$ cat config.mk
export PLATFORM = sky130hd
export DESIGN_NAME = fetch_ctrl
export DESIGN_NICKNAME = d
export VERILOG_FILES = /design/src/rtl/fetch_ctrl.sv
export SDC_FILE = /design/constraint.sdc
export NUM_CORES = 1
export LEC_CHECK = 0
export CORE_ASPECT_RATIO = 1.75
export CORE_MARGIN = 2
export CORE_UTILIZATION = 45
export DETAILED_ROUTE_END_ITERATION = 6
export MAX_ROUTING_LAYER = met4
export PLACE_DENSITY = 0.77
export REMOVE_ABC_BUFFERS = 1
export SYNTH_ARGS = -nofsm -noshare
export SYNTH_HDL_FRONTEND = slang
export SYNTH_SLANG_ARGS = --single-unit
$ cat constraint.sdc
create_clock -name clk -period 3.4 [get_ports clk]
set_input_delay 0.68 -clock clk [delete_from_list [all_inputs] [get_ports clk]]
set_output_delay 0.68 -clock clk [all_outputs]
set_load 0.05 [all_outputs]
$ cat src/rtl/fetch_ctrl.sv
// Fetch sequencer: req/ack instruction memory interface, one-entry skid buffer, redirect drain, IF/ID register.
// Optional FETCH_PERF_CNT_EN adds perf_fetched / perf_stall counters.
module fetch_ctrl #(
  parameter logic [31:0] RESET_PC = 32'h00000000,
  parameter logic [31:0] PC_INC   = 32'd4
) (
  input  logic        clk,
  input  logic        rst,
  input  logic        redirect_valid,
  input  logic [31:0] redirect_pc,
  input  logic        stall_d,
  output logic        imem_req,
  output logic [31:0] imem_addr,
  input  logic        imem_ack,
  input  logic [31:0] imem_rdata,
  output logic        valid_d,
  output logic [31:0] instr_d,
  output logic [31:0] pc_d,
  output logic [31:0] pcplus4_d
`ifdef FETCH_PERF_CNT_EN
  ,
  output logic [31:0] perf_fetched,
  output logic [31:0] perf_stall
`endif
);

  typedef enum logic [1:0] {REQ, HOLD, DRAIN} state_t;

  state_t      state_q, state_d;
  logic [31:0] pc_f_q, pc_f_d;
  logic [31:0] req_addr_q, req_addr_d;
  logic [31:0] skid_instr_q, skid_instr_d;
  logic [31:0] skid_pc_q, skid_pc_d;
  logic        ifid_valid_q, ifid_valid_d;
  logic [31:0] ifid_instr_q, ifid_instr_d;
  logic [31:0] ifid_pc_q, ifid_pc_d;
  logic [31:0] ifid_pcplus4_q, ifid_pcplus4_d;
  logic        load;
  logic [31:0] ld_instr, ld_pc;
  logic [31:0] target;

  assign target = {redirect_pc[31:2], 2'b00};

  always_comb begin
    state_d        = state_q;
    pc_f_d         = pc_f_q;
    req_addr_d     = req_addr_q;
    skid_instr_d   = skid_instr_q;
    skid_pc_d      = skid_pc_q;
    ifid_valid_d   = ifid_valid_q;
    ifid_instr_d   = ifid_instr_q;
    ifid_pc_d      = ifid_pc_q;
    ifid_pcplus4_d = ifid_pcplus4_q;
    load           = 1'b0;
    ld_instr       = imem_rdata;
    ld_pc          = pc_f_q;

    // Reset gates the request directly so it drops while rst is held low.
    imem_req  = rst & (state_q != HOLD);
    imem_addr = (state_q == DRAIN) ? req_addr_q : pc_f_q;

    if (redirect_valid) begin
      pc_f_d       = target;
      ifid_valid_d = 1'b0;
      skid_instr_d = '0;
      skid_pc_d    = '0;
      state_d      = REQ;
      // An unacknowledged request must complete before the new path is fetched.
      if (state_q != HOLD && !imem_ack) begin
        state_d    = DRAIN;
        req_addr_d = imem_addr;
      end
    end else begin
      case (state_q)
        REQ: begin
          if (imem_ack) begin
            pc_f_d = pc_f_q + PC_INC;
            if (!ifid_valid_q || !stall_d) begin
              load = 1'b1;
            end else begin
              skid_instr_d = imem_rdata;
              skid_pc_d    = pc_f_q;
              state_d      = HOLD;
            end
          end
        end
        HOLD: begin
          if (!stall_d) begin
            load     = 1'b1;
            ld_instr = skid_instr_q;
            ld_pc    = skid_pc_q;
            state_d  = REQ;
          end
        end
        DRAIN: begin
          if (imem_ack) state_d = REQ;
        end
        default: state_d = REQ;
      endcase

      if (load) begin
        ifid_valid_d   = 1'b1;
        ifid_instr_d   = ld_instr;
        ifid_pc_d      = ld_pc;
        ifid_pcplus4_d = ld_pc + PC_INC;
      end else if (!stall_d) begin
        ifid_valid_d = 1'b0;
      end
    end
  end

  always_ff @(posedge clk or negedge rst) begin
    if (!rst) begin
      state_q        <= REQ;
      pc_f_q         <= RESET_PC;
      req_addr_q     <= '0;
      skid_instr_q   <= '0;
      skid_pc_q      <= '0;
      ifid_valid_q   <= 1'b0;
      ifid_instr_q   <= '0;
      ifid_pc_q      <= '0;
      ifid_pcplus4_q <= '0;
    end else begin
      state_q        <= state_d;
      pc_f_q         <= pc_f_d;
      req_addr_q     <= req_addr_d;
      skid_instr_q   <= skid_instr_d;
      skid_pc_q      <= skid_pc_d;
      ifid_valid_q   <= ifid_valid_d;
      ifid_instr_q   <= ifid_instr_d;
      ifid_pc_q      <= ifid_pc_d;
      ifid_pcplus4_q <= ifid_pcplus4_d;
    end
  end

  assign valid_d   = ifid_valid_q;
  assign instr_d   = ifid_instr_q;
  assign pc_d      = ifid_pc_q;
  assign pcplus4_d = ifid_pcplus4_q;

`ifdef FETCH_PERF_CNT_EN
  logic [31:0] perf_fetched_q, perf_fetched_d;
  logic [31:0] perf_stall_q, perf_stall_d;

  always_comb begin
    perf_fetched_d = perf_fetched_q + {31'b0, load & ~redirect_valid};
    perf_stall_d   = perf_stall_q + {31'b0, ifid_valid_q & stall_d};
  end

  always_ff @(posedge clk or negedge rst) begin
    if (!rst) begin
      perf_fetched_q <= '0;
      perf_stall_q   <= '0;
    end else begin
      perf_fetched_q <= perf_fetched_d;
      perf_stall_q   <= perf_stall_d;
    end
  end

  assign perf_fetched = perf_fetched_q;
  assign perf_stall   = perf_stall_q;
`endif

endmodule

Word-level counts from Yosys, hierarchy flattened
Index checks and enable logic that the tools add are counted.
- equality and inequality tests: 9
- reductions and logical operators: 13
- $add $sub $neg: 2
- muxes and demuxes: 32
- bitwise logic cells: 2
- operators by type and width (cell ; count):
    32-bit 2-to-1 mux ; 17
    32-bit by 3-bit adder with 32-bit output, second input constant ; 2
    2-bit 2-to-1 mux ; 6
    3-bit inequality test, second input constant ; 4
    1-bit 2-to-1 mux ; 7
    2-bit one-hot mux with 3 select lines ; 1
    2-bit AND reduction ; 3
    4-bit AND reduction ; 1
    2-bit nonzero test ; 2
    1-bit logical NOT ; 3
    3-bit by 2-bit inequality test with 1-bit output, second input constant ; 1
    3-bit AND reduction ; 1
    2-bit by 1-bit == test with 1-bit output, second input constant ; 1
    2-bit == test, second input constant ; 1
    2-bit logical NOT ; 1
    2-bit by 1-bit inequality test with 1-bit output, second input constant ; 1
    2-bit inequality test, second input constant ; 1
    1-bit one-hot mux with 2 select lines ; 1
    1-bit bitwise AND ; 1
    1-bit logical AND ; 1
    1-bit logical OR ; 1
    1-bit NOT ; 1
- output and inout port bits: 130
- word-level logic and storage cells: 67
- flip-flop bits (word level): 227
- input bits: 69

Logic depth before layout (Yosys ltp)
- depth after elaboration: 8
- mapped depth: 14
- gate-level depth less buffers: 7

Worst setup path after synthesis
No wires, ideal clock.
- path kind: input -> register
- start point: input stall_d
- end point: register ifid_pcplus4_q[26] (netlist: pcplus4_d[26])
- path buffers: 7
- path slack: 448 ps
- data arrival time: 2826 ps
- stages on the path: 14
- setup time: 126 ps
- required time: 3274 ps
- cell sequence: buf_6 -> or3b_1 -> buf_6 -> buf_6 -> buf_2 -> clkbuf_1 -> nand2_1 -> nand2_1 -> ha_1 -> buf_2 -> o211ai_2 -> buf_6 -> nor4b_1 -> a221o_1
- word-level cells in the longest chain between the ends: 7
- elaborated cells between the ends (all ways): 12
- classes of those cells: add/sub (1); mux (8); reduce/logical (3)
- ends and longest elaborated chain (element ; line ; text):
    from (decl) ; 11 ; input logic stall_d,
    parallel branches: the longest is 7 deep, another holds 32-bit by 3-bit adder with 32-bit output ; - ;
    to (signal assigned) ; 132 ; ifid_pcplus4_q <= ifid_pcplus4_d;
    to (decl) ; 37 ; logic [31:0] ifid_pcplus4_q, ifid_pcplus4_d;
Parallel ways; which one is timed is not known. The select of a mux whose other input is x is not followed.
A chain may end at the register's enable or synchronous reset.

Worst setup path in the final report
- start point: register state_q[1]
- end point: output imem_addr[10]
- word-level cells in the longest chain between the ends: 2
- ends and longest elaborated chain (element ; line ; text):
    from (decl) ; 29 ; state_t state_q, state_d;
    from (signal assigned) ; 124 ; state_q <= state_d;
    2-bit == test ; 60 ; imem_addr = (state_q == DRAIN) ? req_addr_q : pc_f_q;
    32-bit 2-to-1 mux ; 60 ;
    to (decl) ; 13 ; output logic [31:0] imem_addr,
Every way passes these cells.

==> metrics.txt <==
largest fanout on the critical path=17; share of the synthesized area in compound gates (AO/OA/AOI/OAI)=0.1254; path length in cells of the critical path=4; number of max-cap violations=0; ant diodes=0; number of synthesized flops with an enable pin=0; CP arrival=2550 ps; setup repair after global routing missed its margin=false; clock skew after layout=20.87 ps; Post-CTS Hold Buffers=0; Slew Limit Fails=0; capture point of the worst path=imem_addr[10]; endpoint type of the worst setup path=output port; launch point of the worst path=state_q[1]; initial antenna violation count=0; nets=1405; cell with the biggest individual delay on the critical path=clkdlybuf4s50_1; largest incremental delay on the critical path=700 ps; number of standard cells after synthesis=1183; net switching power figure=2.943 mW; Ys Warns=0; share of layout cells above drive strength 1=0.1179; Std-Cell Core Area=0.02384 mm^2; portion of the clock cycle consumed by the worst path in the final layout=0.9510; count of boundary I/O pins=199; CP Class=register to output port; Starting DRT DRC Count=655; Worst setup SP type=register; DP Wirelength=20.43 mm; Synth Flop Type=dfrtp_1; number of clock buffers inserted by TritonCTS=22; DP Cell Count=1618; clk_lat worst skew=520 ps; chain of cells forming the critical path=nor2b_2, buf_4, mux2_2, clkdlybuf4s50_1; Multi-input gate area=0.004885 mm^2; number of gates given a new drive strength after cts=0; share of the yosys chip area belonging to registers=0.5087; reg2reg end=pcplus4_d[20]; residual DRC count=0; cell count of the worst reg-to-reg path=5; first-pass GRT wire length=47.25 mm; design internal power=5.210 mW; count of buffering cells on the critical path with inverters included=2; mean number of vias per cell=5.529; shortest clock period the worst path allows after layout=3233 ps; simple-gate share of the synthesized area=0.2015; asr flop ratio synth=1.000; Sink Count=221; P&R area growth vs syn=26.70%; final non-filler cell total=1657; ratio of total power to cell area=591.9 mW/mm^2; Slew @ Worst Pin=734.6 ps; Clock transition at path regs=60 ps; Slew headroom=0.5103; cell family with the largest share of critical-path delay=buffers and inverters; depth of the CTS H-tree=1; router iterations before antenna repair=6; share of total power in the clock network=0.292; commonest non-fill, non-tap cells in the layout=nand2_1, dfrtp_1, clkdlybuf4s50_1, o21ai_0, a21oi_1; GR Util All Layers=0.2389; buffer type at the clock tree root=clkbuf_16; setup slack, reg-to-reg=760 ps; Netlist Area Pre-Place=0.01087 mm^2; share of cell area taken by muxes after synthesis=0.08114; path type of the worst min-delay path=input pin to asynchronous set/reset pin; layout filler cell count=2119; Static Leak=5.904 nW; initial standard-cell utilization of the core=0.4561; final weighted congestion in routability-driven placement=0.9207; via total after detailed routing=9161; number of synthesized register bits=221; die footprint=0.02547 mm^2; Routed Antenna Nets=0; largest family of logic cells by synthesized area=simple AND/OR/NAND/NOR gates; area used by sequential logic in the layout=0.005530 mm^2; post-synthesis xor/xnor area fraction=0.03545; residual overflow from global routing=0; adder-cell area share of the yosys netlist=0.002302; wire length per cell after detailed routing=17.80 um; pin count of the biggest net entering global routing=136; most frequent standard cell in the layout excluding fill and tap cells=nand2_1; maximum vdd ir drop=348.4 uV; die width=121.5 um; total design power=8.153 mW; start of the worst register-to-register path=pc_f_q[7]; Synth cell types=60; post-synthesis area per instance=9.190 um^2; final wirelength=29.50 mm; vias in the first global route=9299; setup bufs post-CTS=0; maximum clock path buffer count=3; achievable frequency=309.3 MHz; # setup viols final=0; Flop pwr share=0.402; outcome=completed; count of endpoints failing hold in the final timing report=0; number of rows in the core area=75; proportion of total power due to net switching=0.3610; Logic pwr share=0.307; Port Buf Inserts=196; worst path required time=2720 ps; clock tree from TritonCTS=done; overall die height=209.6 um
[power by group through the flow]
stage	Clock, mW	Combinational, mW	Sequential [mW]
after floorplan	0	0.776	4.07
after global placement	0	2.49	3.30
after detailed placement	0	2.52	3.32
after CTS	2.41	2.52	3.27
after global routing	2.51	2.64	3.31
final	2.38	2.50	3.27
[flip-flops by register name, summed over array words and instances, names as in the netlist]
register      flops
pc_f_q           30
pc_d             31
skid_instr_q     32
valid_d           1
req_addr_q       32
pcplus4_d        30
state_q           2
instr_d          32
skid_pc_q        31
[logic make-up (layout without fill, tap and decap cells)]
| logic type | count (synthesis) | in the layout |
|---|---|---|
| adders and majority gates | 2 | 2 |
| buffers and inverters | 110 | 276 |
| and+or+nand+nor | 494 | 494 |
| AOI/OAI and AO/OA | 231 | 231 |
| xor gates and xnor gates | 44 | 44 |
| muxes | 81 | 81 |
| DFF | 221 | 221 |
[cell type report]
cell class                      instances  area share
Multi-Input combinational cell        852      0.3546
Inverter                                9    0.002453
Clock inverter                          5    0.002089
Timing Repair Buffer                  228      0.1630
Sequential cell                       221      0.4015
Clock buffer                           34     0.04841
Tap cell                              308     0.02798
[worst reg2reg max path, stage by stage, from the launching register on]
cell and delay [ps]:
dfrtp_1 580, nand4_1 430, nor3_1 550, o211ai_2 370, o31a_1 380, o31ai_1 250
[per-stage QoR]
stage          area, um^2    util  setup WS (ps)  setup TNS [ps]  hold slack [ps]
6_report            13770  0.5779          166.7               0            24.42
5_1_grt             13770  0.5779          79.89               0            38.81
4_1_cts             13770  0.5779          138.5               0            28.04
3_5_place_dp        13080  0.5487          204.3               0            468.4
3_3_place_gp        13080  0.5487          278.4               0            460.3
2_1_floorplan       10410       -          -1241          -67020            384.4
[Yosys cell counts (5+ instances only)]
cell      instances  area (um^2)
nand4_1          23        143.9
buf_4             5        37.54
clkbuf_1         67        251.5
a21oi_1          72        360.4
dfrtp_1         221         5530
inv_1             9        33.78
o21ai_0          76        380.4
nor2_1           66        247.7
mux2i_1          24        240.2
o31a_1            7        61.31
and2_1            8        50.05
nor3_1            8        40.04
buf_2            13        65.06
buf_6             6        67.56
nand3_1          26        130.1
and3_1           12        75.07
a21o_1            6        45.04
a31oi_1          37        231.5
o31ai_1           7        52.55
mux2_2           57        641.9
xor2_1           21        183.9
xnor2_1          23        201.4
buf_1             9        33.78
nand2_1         314         1179
nor4_1           13        81.33
[metal layers]
layer / global-route usage / part of all wire / vias to the layer above
li1: - / - / 4349
met2: 0.3998 / 0.51 / 333
met5: - / 0 / -
met1: 0.2753 / 0.39 / 4385
met4: 0.1407 / 0.060 / 0
met3: 0.02500 / 0.046 / 94
[how the worst min path moves through the flow]
stage	from	to	slack (ps)
floorplan	rst	instr_d[0]	380
finish	rst	req_addr_q[2]	20
CTS	rst	req_addr_q[0]	30
global placement	pcplus4_d[19]	pcplus4_d[19]	460
global route	rst	req_addr_q[2]	40
detailed placement	req_addr_q[0]	req_addr_q[0]	470
No activity file was read; power rests on OpenSTA's default activity.
